==> src/rtl/amo_queue.sv <==
// Atomic memory operation queue: buffers AMOs, tracks commit and issues the oldest committed one.
// Optional AMO_QUEUE_STATS_EN adds a saturating counter of issued AMOs on amo_cnt_o.

package riscv;
    localparam int PLEN = 56;
    localparam int XLEN = 64;
endpackage

package ariane_pkg;
    typedef enum logic [3:0] {
        AMO_NONE, AMO_LR, AMO_SC, AMO_SWAP, AMO_ADD, AMO_AND, AMO_OR,
        AMO_XOR, AMO_MAX, AMO_MAXU, AMO_MIN, AMO_MINU, AMO_CAS1, AMO_CAS2
    } amo_t;

    typedef struct packed {
        logic        req;
        amo_t        amo_op;
        logic [1:0]  size;
        logic [63:0] operand_a;
        logic [63:0] operand_b;
    } amo_req_t;

    typedef struct packed {
        logic        ack;
        logic [63:0] result;
    } amo_resp_t;
endpackage

module amo_queue #(
    parameter int DEPTH = 4,
    parameter int CNT_W = 32
) (
    input  logic                     clk_i,
    input  logic                     rst_ni,
    input  logic                     clr_i,
    input  logic                     flush_i,
    input  logic                     valid_i,
    output logic                     ready_o,
    input  ariane_pkg::amo_t         amo_op_i,
    input  logic [riscv::PLEN-1:0]   paddr_i,
    input  logic [riscv::XLEN-1:0]   data_i,
    input  logic [1:0]               data_size_i,
    input  logic                     amo_commit_i,
    input  logic                     no_st_pending_i,
    output ariane_pkg::amo_req_t     amo_req_o,
    input  ariane_pkg::amo_resp_t    amo_resp_i,
    output logic [$clog2(DEPTH):0]   usage_o,
    output logic [$clog2(DEPTH):0]   committed_o,
    output logic [CNT_W-1:0]         amo_cnt_o
);
    localparam int PW = $clog2(DEPTH);
    localparam int CW = PW + 1;

    typedef struct packed {
        ariane_pkg::amo_t        op;
        logic [riscv::PLEN-1:0]  paddr;
        logic [riscv::XLEN-1:0]  data;
        logic [1:0]              size;
    } entry_t;

    typedef enum logic {IDLE, ISSUE} state_t;

    entry_t mem [DEPTH];
    entry_t head_entry;

    state_t         state_reg, state_next;
    logic [PW-1:0]  head_reg, head_next;
    logic [PW-1:0]  tail_reg, tail_next;
    logic [PW-1:0]  commit_reg, commit_next;
    logic [CW-1:0]  usage_reg, usage_next;
    logic [CW-1:0]  committed_reg, committed_next;

    logic do_push, do_commit, do_pop, start_issue;
    logic unused_resp;

    assign unused_resp = ^amo_resp_i.result;

    always_comb begin
        ready_o     = usage_reg < CW'(DEPTH);
        do_push     = valid_i & ready_o & ~flush_i;
        do_commit   = amo_commit_i & (committed_reg < usage_reg);
        do_pop      = (state_reg == ISSUE) & amo_resp_i.ack;
        start_issue = (state_reg == IDLE) & (committed_reg != '0) & no_st_pending_i;
    end

    always_comb begin
        state_next = state_reg;
        case (state_reg)
            IDLE:    if (start_issue) state_next = ISSUE;
            ISSUE:   if (amo_resp_i.ack) state_next = IDLE;
            default: state_next = IDLE;
        endcase
    end

    // Commit is applied before flush, so the entry committed this cycle survives.
    always_comb begin
        head_next      = head_reg + PW'(do_pop);
        commit_next    = commit_reg + PW'(do_commit);
        committed_next = committed_reg + CW'(do_commit) - CW'(do_pop);
        if (flush_i) begin
            tail_next  = commit_next;
            usage_next = committed_next;
        end else begin
            tail_next  = tail_reg + PW'(do_push);
            usage_next = usage_reg + CW'(do_push) - CW'(do_pop);
        end
    end

    always_ff @(posedge clk_i) begin
        if (!rst_ni || clr_i) begin
            state_reg     <= IDLE;
            head_reg      <= '0;
            tail_reg      <= '0;
            commit_reg    <= '0;
            usage_reg     <= '0;
            committed_reg <= '0;
        end else begin
            state_reg     <= state_next;
            head_reg      <= head_next;
            tail_reg      <= tail_next;
            commit_reg    <= commit_next;
            usage_reg     <= usage_next;
            committed_reg <= committed_next;
        end
    end

    // Pushes only land in free slots, so the in-flight head is never overwritten.
    always_ff @(posedge clk_i) begin
        if (do_push) begin
            mem[tail_reg] <= '{op: amo_op_i, paddr: paddr_i, data: data_i, size: data_size_i};
        end
    end

    assign head_entry = mem[head_reg];

    always_comb begin
        amo_req_o.req       = (state_reg == ISSUE);
        amo_req_o.amo_op    = head_entry.op;
        amo_req_o.size      = head_entry.size;
        amo_req_o.operand_a = 64'(head_entry.paddr);
        amo_req_o.operand_b = 64'(head_entry.data);
    end

    assign usage_o     = usage_reg;
    assign committed_o = committed_reg;

`ifdef AMO_QUEUE_STATS_EN
    logic [CNT_W-1:0] amo_cnt_reg;

    always_ff @(posedge clk_i) begin
        if (!rst_ni) begin
            amo_cnt_reg <= '0;
        end else if (start_issue && !clr_i && amo_cnt_reg != '1) begin
            amo_cnt_reg <= amo_cnt_reg + CNT_W'(1);
        end
    end

    assign amo_cnt_o = amo_cnt_reg;
`else
    assign amo_cnt_o = '0;
`endif

endmodule

==> config.mk <==
export PLATFORM = sky130hd
export DESIGN_NAME = amo_queue
export DESIGN_NICKNAME = d
export VERILOG_FILES = /design/src/rtl/amo_queue.sv
export SDC_FILE = /design/constraint.sdc
export NUM_CORES = 1
export LEC_CHECK = 0
export BUFFER_PORTS_ARGS = -buffer_cell sky130_fd_sc_hd__buf_2
export CORE_ASPECT_RATIO = 1.25
export CORE_MARGIN = 4
export CORE_UTILIZATION = 59
export DETAILED_ROUTE_END_ITERATION = 7
export PLACE_DENSITY = 0.84
export SLEW_MARGIN = 20
export SYNTH_ARGS = -nofsm -noshare
export SYNTH_HDL_FRONTEND = slang
export SYNTH_SLANG_ARGS = --single-unit
==> constraint.sdc <==
create_clock -name clk_i -period 20 [get_ports clk_i]
set_input_delay 1 -clock clk_i [delete_from_list [all_inputs] [get_ports clk_i]]
set_output_delay 1 -clock clk_i [all_outputs]
set_load 0.05 [all_outputs]
Word level (Yosys, flattened, before mapping)
Memory sizes are Yosys's and may differ from the RTL's. A register that Yosys moved wholly into a read port is not among the register bits.
Index checks and enable logic that the tools add are counted.
W data, S select, Z words.
{"block": "classes", "n_mux": 8, "addsub": 7, "reduce_logical": 3, "n_lt_le_gt_ge": 2, "n_bitwise": 8}
{"operator": "$add A2 B1 Y2", "n": 3}
{"operator": "$add A3 B1 Y3", "n": 2}
{"operator": "$and A1 B1 Y1", "n": 6}
{"operator": "$sub A3 B1 Y3", "n": 2}
{"operator": "$mux W1", "n": 4}
{"operator": "$mux W2", "n": 2}
{"operator": "$lt A3 B3 Y1", "n": 1}
{"operator": "$lt A3 B3 Y1 const B", "n": 1}
{"operator": "$mux W3", "n": 1}
{"operator": "$reduce_bool A3 Y1", "n": 1}
{"operator": "$not A1 Y1", "n": 2}
{"operator": "$pmux W1 S2", "n": 1}
{"operator": "$logic_not A1 Y1", "n": 1}
{"operator": "$logic_or A1 B1 Y1", "n": 1}
{"block": "word_totals", "in_bits": 198, "mem_count": 1, "ff_bits": 13, "mem_bits_rw": 504, "out_inout_bits": 174}
{"memory": "mem", "words": 4, "word_bits": 126, "read_ports": 1, "rd_ports_with_merged_regs": 1, "wr": 1, "line": "63", "rtl": "entry_t mem [DEPTH];"}

Logic depth before layout (Yosys ltp)
{"block": "logic_depth", "ltp_word": 6, "ltp_mapped": 10, "ltp_nobuf": 10}

Least setup slack after synthesis
OpenSTA, ideal clock, no wires.
{"block": "synth_path", "path_type": "in2reg", "startpoint": "input flush_i", "endpoint": "memory mem[1][0] (netlist bit) (enable)", "t_arrival_ns": 10.549, "stages": 4, "setup_slack_ns": 8.659, "setup_ns": 0.792, "path_cell_list": "clkbuf_1 -> nor2_1 -> nand2_1 -> nor3b_1"}
{"block": "synth_between", "elab_chain_cells": 4}
{"element": "start, declared", "line": "36", "rtl": "input logic flush_i,"}
{"element": "$not A1 Y1", "line": "80", "rtl": "do_push = valid_i & ready_o & ~flush_i;"}
{"element": "$and A1 B1 Y1", "line": "80"}
{"element": "$mux W1", "line": "129", "rtl": "if (do_push) begin"}
{"element": "$mux W1 (implied by the code)", "line": "130", "rtl": "mem[tail_reg] <= '{op: amo_op_i, paddr: paddr_i, data: data_i, size: data_size_i};"}
{"element": "end, declared", "line": "63"}
Every way passes these cells.

==> results.md <==
* Outcome: complete, no violations
* Vias in the first global route at 9512
* Clk_skew at 0.01779 ns
* Post-Route WL at 36680 um
* Final hold slack at 0.5216 ns
* Post-DP HPWL at 21470 um
* Peak supply drop at 0.08357 mV
* Area contributors post-synth: edfxtp_1, mux4_2, buf_4, dfxtp_1, ha_1
* R2R setup slack at 17.44 ns
* Max_slew headroom at 0.3070
* Cts repair resizes at 0
* Fmax at 239.1 MHz
* Core ar. at 31970 um2
* Gate Count Post-Synth at 778
* Detailed Route Iter0 Violations at 810
* Initial antenna violation count at 3
* Worst-Skew Late Latency at 0.55 ns
* Final ANT Viol Nets at 0
* Max_cap viols at 0
* Crit path max-delay cell type: dfxtp_4
* Synth area leader: edfxtp_1
* Final hold vios at 0
* Top cell type's share of synthesized area at 0.7876
* Startpoint Class: flip-flop
* Kind of critical path: reg -> out
* Gr usage total at 0.2087
* Seq/Total Area, Yosys at 0.8011
* Top Ports at 372
* WL/cell at 24.13 um
* GR Overflow Total at 0
* Postcts setup bufs at 0
* Finished Layout Cells at 1520
* Syn_area_per_cell at 24.70 um2
* WHS Path Cells at 2
* Via count at 8729
* Pwr Density at 99.26 nW/um2
* Endpoint class of the critical path: output port
* Nets@finish at 1284
* RSZ-0062 raised after global routing: no
* Commonest cells in the netlist: edfxtp_1, mux4_2, buf_4
* Die height at 209.8 um
* Share of layout cells above drive strength 1 at 0.4340
* Reg2reg start: usage_o[1]
* Root Buffer Master: clkbuf_16
* DR vias/cell at 5.743
* Setup TNS at 0 ns
* Global-route wire length before repair at 55960 um
* R2R depth at 10
* Die Span X at 169.4 um
* Post-synth EDFFs at 504
* Drt first pass iters at 5
* PnR worst setup slack at 15.82 ns
* Clock slew at reported path FFs at 0.06 ns
* Final setup fails at 0
* Biggest register: mem
* Max reg flops at 504
* Hold Path Class: reg -> reg
* Seq cells post-synth at 517
* Layout area overhead at 16.39%
* DP Cell Count at 1438
* Row cnt at 73
* Largest net degree at the start of global routing at 71
* Worst slack, placed at 16.23 ns
* Final Cycle Share at 0.2091
* Clock Path Buffers at 3
* Clk sinks at 517
* CP Max Fanout at 48
* Post-synth cell types at 30
* Hold_buf cts at 0
* Yosys warning count at 0
* Fin crit period at 4.182 ns
* H-tree depth at 2
* Reg-to-reg endpoint: usage_o[2]
* Crit-path max cell delay at 0.90 ns
* Cell Area, Synth at 19220 um2
* CTS buffer count at 47
* Primary FF master, synth: edfxtp_1
* Final Power at 2.220 mW
* LEAKAGE at 7.564 nW
* Port bufs at 267
* DRC at 0
* Hold path start: commit_reg[1]
* WHS Endpoint: commit_reg[1]
* Starting Density at 0.6011
* Required time worst endpoint at 19.00 ns
* Crit path cell chain: buf_4 -> mux4_2 -> buf_2
* Die area at 35540 um2
* GP Congestion at 0.7483
* Slew @ Worst Pin at 1.039 ns
* Pins Over Slew Limit at 0
* Worst EP arrival at 3.18 ns
* CTS tree: yes
* Synth async-reset ratio at 0
* Top-count cell post-synth: edfxtp_1
## routing by layer
metal  part of all wire  up-vias  wire, um  track usage
li1                   -     3778         -            -
met2               0.54      359     19840       0.3612
met1               0.36     4518     13110       0.2632
met5            0.00049        -        18            0
met3              0.075       70      2759      0.05106
met4              0.026        4       960      0.06609
## placed cells by master, fill, tap and decap left out, types with 3 or more instances in the layout
cell / count
mux2i_1: 3
xnor2_1: 5
conb_1: 40
nor2_1: 10
edfxtp_1: 504
clkinv_2: 6
ha_1: 9
buf_4: 13
clkinv_1: 6
and2_1: 5
mux4_2: 126
dfxtp_1: 11
clkbuf_8: 5
buf_2: 267
nand2_1: 3
clkbuf_16: 49
inv_1: 9
clkbuf_1: 7
bufinv_16: 5
## cell families after synthesis
logic type,synth area share
flops,0.8011
mux,0.1498
buf+inv,0.02897
simple gates,0.006641
fa+ha+maj,0.007943
xor+xnor,0.003190
compound gates,0.002149
other cells,0.0001951
## final cells by class
| class | instances | area (um2) |
|---|---|---|
| diodes | 2 | 5.005 |
| clock buffers | 61 | 1321 |
| clock inverters | 19 | 221.5 |
| fillers | 1875 | 9600 |
| inverters | 9 | 33.78 |
| multi-input cells | 220 | 3435 |
| flip-flops and latches | 517 | 15400 |
| well taps | 412 | 515.5 |
| repair buffers | 280 | 1434 |
## critical path, delay by kind of cell, from the launching register on
kind,cells,cell delay (ns)
muxes,1,0.62
DFF,1,0.90
buffers and inverters,2,1.10
## worst max-delay path by stage
stage | from | end | slack, ns | cells past startpoint
after global routing | head_reg[0] | amo_req_o[68] | 15.45 | 3
final | head_reg[0] | amo_req_o[68] | 15.82 | 3
after detailed placement | head_reg[0] | amo_req_o[112] | 16.23 | 3
after global placement | head_reg[0] | amo_req_o[90] | 16.21 | 3
after floorplan | flush_i | mem[1][0] | 8.66 | 4
after CTS | head_reg[0] | amo_req_o[68] | 15.63 | 3
## report_power, final
part	total (mW)	switching (mW)	leakage (nW)	internal, mW
clock network	0.890	0.363	0.758	0.528
registers	1.21	0.00427	4.68	1.21
logic	0.119	0.0901	2.12	0.0290
total	2.22	0.457	7.56	1.76
## per-stage QoR
stage | area (um2) | util
after floorplan | 19360 | -
after global placement | 20820 | 0.6513
after detailed placement | 20820 | 0.6513
after CTS | 22360 | 0.6995
after global routing | 22360 | 0.6995
final | 22370 | 0.6997
No activity file was read; power rests on OpenSTA's default activity.
